==> src/rtl/bsg_cover_toggle_mc.sv <==
// Multi-channel toggle-coverage bitmap: per-channel FIFOs feed a read/modify/write pipeline.
// Define BSG_COVER_HIT_COUNT_EN to build the first-hit counter on hit_count_o.
module bsg_cover_toggle_mc #(
    parameter int unsigned num_chan_p       = 2,
    parameter int unsigned width_p          = 10,
    parameter int unsigned lg_fifo_size_p   = 2,
    parameter int unsigned mem_width_p      = 64,
    localparam int unsigned lg_mem_lp        = $clog2(mem_width_p),
    localparam int unsigned rows_per_chan_lp = 2 ** (width_p - lg_mem_lp),
    localparam int unsigned rows_lp          = num_chan_p * rows_per_chan_lp,
    localparam int unsigned addr_w_lp        = (rows_lp > 1) ? $clog2(rows_lp) : 1
) (
    input  logic                          clk_i,
    input  logic                          reset_n_i,
    input  logic [num_chan_p-1:0]         v_i,
    input  logic [num_chan_p*width_p-1:0] data_i,
    output logic [num_chan_p-1:0]         ready_o,
    input  logic                          rd_v_i,
    input  logic [addr_w_lp-1:0]          rd_addr_i,
    input  logic                          rd_clear_i,
    output logic                          rd_ready_o,
    output logic                          rd_v_o,
    output logic [mem_width_p-1:0]        rd_data_o,
    output logic                          init_done_o,
    output logic [31:0]                   hit_count_o
);

    localparam int unsigned bit_w_lp  = (lg_mem_lp > 0) ? lg_mem_lp : 1;
    localparam int unsigned depth_lp  = 2 ** lg_fifo_size_p;
    localparam int unsigned ptr_w_lp  = (lg_fifo_size_p > 0) ? lg_fifo_size_p : 1;
    localparam int unsigned cnt_w_lp  = lg_fifo_size_p + 1;
    localparam int unsigned chan_w_lp = (num_chan_p > 1) ? $clog2(num_chan_p) : 1;

    typedef enum logic {ST_CLEAR, ST_RUN} state_e;

    state_e                 r_state, w_state_nxt;
    logic [addr_w_lp-1:0]   r_clr_row, w_clr_row_nxt;

    logic [mem_width_p-1:0] r_mem [rows_lp];
    logic [width_p-1:0]     r_fifo [num_chan_p][depth_lp];
    logic [ptr_w_lp-1:0]    r_wptr [num_chan_p];
    logic [ptr_w_lp-1:0]    r_rptr [num_chan_p];
    logic [cnt_w_lp-1:0]    r_cnt [num_chan_p];
    logic [cnt_w_lp-1:0]    w_cnt_nxt [num_chan_p];
    logic [num_chan_p-1:0]  r_ready, w_push, w_pop, w_nonempty;

    logic                   r_rd_ready, r_rd_v, r_init_done;
    logic [chan_w_lp-1:0]   r_rr_ptr, w_grant;
    logic                   w_grant_v, w_host, w_run;
    logic                   w_iss_v, w_iss_rd, w_iss_clr;
    logic [addr_w_lp-1:0]   w_iss_row;
    logic [bit_w_lp-1:0]    w_iss_bit;
    logic [width_p-1:0]     w_head;

    logic                   r_s1_v, r_s1_rd, r_s1_clr;
    logic [addr_w_lp-1:0]   r_s1_row;
    logic [bit_w_lp-1:0]    r_s1_bit;
    logic [mem_width_p-1:0] r_s1_data, w_s1_wdata, w_rd_fwd;
    logic                   w_s1_wen;

    function automatic logic [ptr_w_lp-1:0] ptr_inc(input logic [ptr_w_lp-1:0] p);
        return (p == ptr_w_lp'(depth_lp - 1)) ? '0 : p + ptr_w_lp'(1);
    endfunction

    // Init sweep: zero one row per cycle, then run forever.
    always_ff @(posedge clk_i or negedge reset_n_i) begin
        if (!reset_n_i) begin
            r_state   <= ST_CLEAR;
            r_clr_row <= '0;
        end else begin
            r_state   <= w_state_nxt;
            r_clr_row <= w_clr_row_nxt;
        end
    end

    always_comb begin
        w_state_nxt   = r_state;
        w_clr_row_nxt = r_clr_row;
        if (r_state == ST_CLEAR) begin
            if (r_clr_row == addr_w_lp'(rows_lp - 1)) begin
                w_state_nxt   = ST_RUN;
                w_clr_row_nxt = '0;
            end else begin
                w_clr_row_nxt = r_clr_row + addr_w_lp'(1);
            end
        end
    end

    assign w_run = (r_state == ST_RUN);

    // Round-robin: first non-empty channel at or after the pointer, then wrap.
    always_comb begin
        w_grant_v = 1'b0;
        w_grant   = '0;
        for (int c = 0; c < num_chan_p; c++) begin
            if (!w_grant_v && w_nonempty[c] && (c >= int'(r_rr_ptr))) begin
                w_grant_v = 1'b1;
                w_grant   = chan_w_lp'(c);
            end
        end
        for (int c = 0; c < num_chan_p; c++) begin
            if (!w_grant_v && w_nonempty[c] && (c < int'(r_rr_ptr))) begin
                w_grant_v = 1'b1;
                w_grant   = chan_w_lp'(c);
            end
        end
    end

    assign w_host    = rd_v_i & r_rd_ready;
    assign w_head    = r_fifo[w_grant][r_rptr[w_grant]];
    assign w_iss_v   = w_host | (w_grant_v & w_run);
    assign w_iss_rd  = w_host;
    assign w_iss_clr = w_host & rd_clear_i;
    assign w_iss_row = w_host ? rd_addr_i
                     : addr_w_lp'(int'(w_grant) * rows_per_chan_lp) + addr_w_lp'(w_head >> lg_mem_lp);
    assign w_iss_bit = w_host ? '0 : bit_w_lp'(w_head);

    always_comb begin
        for (int c = 0; c < num_chan_p; c++) begin
            w_nonempty[c] = (r_cnt[c] != '0);
            w_push[c]     = v_i[c] & r_ready[c];
            w_pop[c]      = !w_host && w_grant_v && w_run && (w_grant == chan_w_lp'(c));
            w_cnt_nxt[c]  = r_cnt[c] + cnt_w_lp'(w_push[c]) - cnt_w_lp'(w_pop[c]);
        end
    end

    always_ff @(posedge clk_i or negedge reset_n_i) begin
        if (!reset_n_i) begin
            r_ready <= '0;
            for (int c = 0; c < num_chan_p; c++) begin
                r_wptr[c] <= '0;
                r_rptr[c] <= '0;
                r_cnt[c]  <= '0;
            end
        end else begin
            for (int c = 0; c < num_chan_p; c++) begin
                if (w_push[c]) r_wptr[c] <= ptr_inc(r_wptr[c]);
                if (w_pop[c])  r_rptr[c] <= ptr_inc(r_rptr[c]);
                r_cnt[c]   <= w_cnt_nxt[c];
                r_ready[c] <= w_run && (w_cnt_nxt[c] != cnt_w_lp'(depth_lp));
            end
        end
    end

    always_ff @(posedge clk_i) begin
        for (int c = 0; c < num_chan_p; c++) begin
            if (w_push[c]) r_fifo[c][r_wptr[c]] <= data_i[c*width_p +: width_p];
        end
    end

    // The row being written this edge is forwarded into the op being read this edge.
    assign w_s1_wen   = r_s1_v & (~r_s1_rd | r_s1_clr);
    assign w_s1_wdata = r_s1_rd ? '0 : (r_s1_data | (mem_width_p'(1) << r_s1_bit));
    assign w_rd_fwd   = (w_s1_wen && (r_s1_row == w_iss_row)) ? w_s1_wdata : r_mem[w_iss_row];

    always_ff @(posedge clk_i or negedge reset_n_i) begin
        if (!reset_n_i) begin
            r_s1_v      <= 1'b0;
            r_s1_rd     <= 1'b0;
            r_s1_clr    <= 1'b0;
            r_s1_row    <= '0;
            r_s1_bit    <= '0;
            r_rr_ptr    <= '0;
            r_rd_v      <= 1'b0;
            r_rd_ready  <= 1'b0;
            r_init_done <= 1'b0;
        end else begin
            r_s1_v      <= w_iss_v;
            r_s1_rd     <= w_iss_rd;
            r_s1_clr    <= w_iss_clr;
            r_s1_row    <= w_iss_row;
            r_s1_bit    <= w_iss_bit;
            r_rd_v      <= w_host;
            r_rd_ready  <= w_run;
            r_init_done <= w_run;
            if (w_grant_v && !w_host && w_run) begin
                r_rr_ptr <= (w_grant == chan_w_lp'(num_chan_p - 1)) ? '0 : w_grant + chan_w_lp'(1);
            end
        end
    end

    always_ff @(posedge clk_i) begin
        if (r_state == ST_CLEAR) begin
            r_mem[r_clr_row] <= '0;
        end else if (w_s1_wen) begin
            r_mem[r_s1_row] <= w_s1_wdata;
        end
        if (w_iss_v) r_s1_data <= w_rd_fwd;
    end

`ifdef BSG_COVER_HIT_COUNT_EN
    logic [31:0] r_hit;

    always_ff @(posedge clk_i or negedge reset_n_i) begin
        if (!reset_n_i) begin
            r_hit <= '0;
        end else if (w_s1_wen && !r_s1_rd && !r_s1_data[r_s1_bit] && (r_hit != 32'hFFFF_FFFF)) begin
            r_hit <= r_hit + 32'd1;
        end
    end

    assign hit_count_o = r_hit;
`else
    assign hit_count_o = '0;
`endif

    assign ready_o     = r_ready;
    assign rd_ready_o  = r_rd_ready;
    assign rd_v_o      = r_rd_v;
    assign rd_data_o   = r_s1_data;
    assign init_done_o = r_init_done;

endmodule

==> config.mk <==
export PLATFORM = sky130hd
export DESIGN_NAME = bsg_cover_toggle_mc
export DESIGN_NICKNAME = d
export VERILOG_FILES = /design/src/rtl/bsg_cover_toggle_mc.sv
export SDC_FILE = /design/constraint.sdc
export NUM_CORES = 2
export LEC_CHECK = 0
export ABC_AREA = 1
export BUFFER_PORTS_ARGS = -buffer_cell sky130_fd_sc_hd__buf_2
export CELL_PAD_IN_SITES_DETAIL_PLACEMENT = 1
export CELL_PAD_IN_SITES_GLOBAL_PLACEMENT = 2
export CORE_MARGIN = 2
export CORE_UTILIZATION = 39
export CTS_CLUSTER_DIAMETER = 60
export DETAILED_ROUTE_END_ITERATION = 6
export GPL_ROUTABILITY_DRIVEN = 0
export PLACE_DENSITY = 0.87
export REMOVE_ABC_BUFFERS = 1
export SYNTH_ARGS = -nofsm -noshare
export SYNTH_HDL_FRONTEND = slang
export SYNTH_SLANG_ARGS = --single-unit
==> constraint.sdc <==
create_clock -name clk_i -period 5 [get_ports clk_i]
set_input_delay 0.25 -clock clk_i [delete_from_list [all_inputs] [get_ports clk_i]]
set_output_delay 0.25 -clock clk_i [all_outputs]
set_load 0.05 [all_outputs]
==> qor.txt <==
Outcome - finished, violations left
Failing checks - DRC
Final hold vios - 0
FILL cells - 27400
Drt via density - 5.65
Worst setup path end - rd_data_o[20]$_DFFE_PP_
WS Path Type - register to register
Seq/Total Area, Yosys - 67.2%
Most frequent cells in the layout - nand3_1 (2338), edfxtp_1 (2192), inv_1 (1748)
Core outline area - 254000 um^2
Worst clock skew - 0.0768 ns
CP arrival - 4.98 ns
Warnings from Yosys - 0
Starting Density - 39.1%
Syn_area_per_cell - 10.7 um^2
R2R depth - 20
CP Buf/Inv Count - 3
DR vias - 72900
Cell leakage power - 45.5 nW
Die Height - 509 um
Clock Sinks - 2230
CTS root buf - clkbuf_16
Die Area - 259000 um^2
Drt pass-1 iters - 7
RSZ-0062 raised after global routing - no
Final setup violation count - 0
Critical Path Start Type - register
Post-layout min period - 4.22 ns
Drc violations - 3
Clock latency on the worst-skew pair - 0.91 ns
Worst vdd ir - 0.768 mV
Cell Count, Final, Fillers Out - 12900
Worst Tran Pin Value - 1.26 ns
Normalized max-slew margin - 15.8%
Most common cell after layout, fill and taps aside - nand3_1
Synth Instances - 9299
Largest net degree at the start of global routing - 172
PortBufs - 99
Internal reg-to-reg setup slack - 0.78 ns
Worst Hold Class - primary input to async pin
Crit path cell chain - nor2_1 > nand2_2 > nand2_4 > nand2_1 > nand2_1 > buf_4 > nand2_1 > nand2_1 > nand2_1 > nand2_1 > nand2_1 > nand2_8 > buf_12 > buf_4 > nand3_1 > nand3_1 > nand3_1 > nand3_1 > nand3_1 > nand2_1
Share of post-route cells with drive strength above 1 - 8.00%
Total GRT Usage - 26.2%
CP required - 5.75 ns
Worst Setup SP - r_cnt[0]$_DFF_PN0_
Worst Path Max Fanout - 64
Pins Over Slew Limit - 0
First-pass GRT wire length - 502000 um
Post-layout util - 44.3%
Clock Pin Slew Worst Setup and Hold Paths - 0.06 ns
Die Wd - 509 um
Rows - 185
Initial antenna violation count - 12
DRT iter0 DRCs - 8181
Final Net Count - 9383
Max Cap Viol - 0
Post-synth cell types - 35
Syn-to-layout area delta - 13.2%
H-Tree Level Count - 4
Clock Tree Buf Depth - 3
Worst hold margin - 0.0180 ns
CTS Buf Count - 234
Post-CTS Setup Inserts - 0
Slowest-stage cell, CP - buf_4
RR Endpoint - rd_data_o[20]$_DFFE_PP_
Placed Instance Area - 104000 um^2
CTS tree - yes
Synthesized area - 99300 um^2
I/O pin cnt - 132
Worst path depth - 20
Vias in the first global route - 76400
Critical register-to-register path startpoint - r_cnt[0]$_DFF_PN0_
Power Total - 68.8 mW
PwrDens - 613 nW/um^2
Crit end category - register
Wire per inst - 26.7 um
Overflow after GRT - 0
Antenna-violating nets left - 0
DP Wirelength - 178000 um
Synth Register Bits - 2230
Cell mode on critical path - nand2_1
Final period util - 84.5%
Placed cells - 12400
Slowest stage delay, CP - 0.51 ns
Peak Freq - 237 MHz
Largest delay contributor family on the critical path - simple AND/OR/NAND/NOR gates
Design area - 112000 um^2
Post-Route WL - 345000 um
==> synth_stat cells <==
library cell  number  area (um^2)
nand3_1         2338        11700
edfxtp_1        2192        65800
inv_1           1751         6570
nand2_1         1487         5580
nand3b_1         388         2910
buf_2            301         1510
nor2_1           175          657
buf_4            125          938
clkbuf_1         122          458
o21ai_0          103          515
a21oi_1           78          390
buf_1             59          221
dfrtp_1           38          951
nand4_1           32          200
nor3_1            25          125
ha_1              16          200
o221ai_1          12          105
o21ai_1            9         45.0
buf_6              7         78.8
inv_2              7         26.3
and3_1             6         37.5
nand2_2            4         25.0
xor2_1             4         35.0
clkinv_1           3         11.3
nand2_4            3         33.8
fa_1               2         40.0
o21ai_2            2         17.5
or2_2              2         12.5
xnor2_1            2         17.5
conb_1             1         3.75
mux2_2             1         11.3
nand3_2            1         10.0
nor2_2             1         6.26
o21a_1             1         7.51
o21ai_4            1         16.3
==> cell families after synthesis <==
group	synth area share [%]
xor gates and xnor gates	0.0529
other	0.00378
buffers and inverters	9.88
and+or+nand+nor	21.5
AOI/OAI and AO/OA	1.11
DFF	67.2
adders and majority gates	0.242
muxes	0.0113
==> worst reg2reg max path: cells and delay by family, from the launching register on <==
| kind | cells | cell delay (ns) |
|---|---|---|
| buffers and inverters | 3 | 1.29 |
| DFF | 1 | 0.39 |
| and+or+nand+nor | 17 | 2.38 |
==> state kept, by name (all words and copies together) (netlist names) <==
signal       cells
init_done_o      1
r_clr_row        5
r_cnt            6
r_fifo          80
r_mem         2048
r_rptr           4
r_rr_ptr         1
r_s1_bit         6
r_s1_clr         1
r_s1_rd          1
r_s1_row         5
r_s1_v           1
r_state          1
r_wptr           4
rd_data_o       64
ready_o          2
==> final cells by class <==
| class | instances | area (um^2) | share of cell area, % |
|---|---|---|---|
| Timing Repair Buffer | 382 | 3840 | 3.42 |
| Inverter | 1761 | 6640 | 5.91 |
| Sequential cell | 2230 | 66800 | 59.4 |
| Clock buffer | 294 | 6140 | 5.47 |
| Multi-Input combinational cell | 4725 | 23300 | 20.7 |
| Antenna cell | 3 | 7.51 | 0.00668 |
| Tap cell | 3366 | 4210 | 3.75 |
| Clock inverter | 142 | 1460 | 1.30 |
==> report_power, final <==
group	total [mW]	internal, mW	switching [mW]
Sequential	23.9	23.0	0.856
Combinational	27.5	7.19	20.3
Clock	17.4	9.81	7.64
Total	68.8	40.0	28.8
==> routing by layer <==
layer  vias up  routed length, um  GRT usage [%]
met2      3487             164000           43.6
met5         -                 27              0
met4         4              14700           10.4
li1      31200                  -              -
met1     37400             136000           34.0
met3       826              29600           4.55
==> timing repair <==
| action | 4_1_cts | 5_1_grt |
|---|---|---|
| hold endpoints to repair | 130 | 0 |
| hold buffers | 27 | 0 |
| gates resized for setup | 0 | 0 |
==> worst min path at each step <==
stage               from               endpoint  slack, ns
2_1_floorplan  reset_n_i  init_done_o$_DFF_PN0_      -0.05
3_3_place_gp   reset_n_i   ready_o[1]$_DFF_PN0_       0.43
3_5_place_dp   reset_n_i   ready_o[1]$_DFF_PN0_       0.45
4_1_cts        reset_n_i   ready_o[1]$_DFF_PN0_      0.002
5_1_grt        reset_n_i   ready_o[1]$_DFF_PN0_       0.06
6_report       reset_n_i   ready_o[1]$_DFF_PN0_       0.02
==> stage by stage <==
stage                     setup TNS (ns)  setup WS [ns]
after global routing                   0          0.512
after floorplan                 -6776.41         -34.49
after global placement                 0          0.910
after detailed placement               0          0.911
final                                  0          0.775
after CTS                              0          0.859
Note: power is estimated with default switching activity, not from simulation.
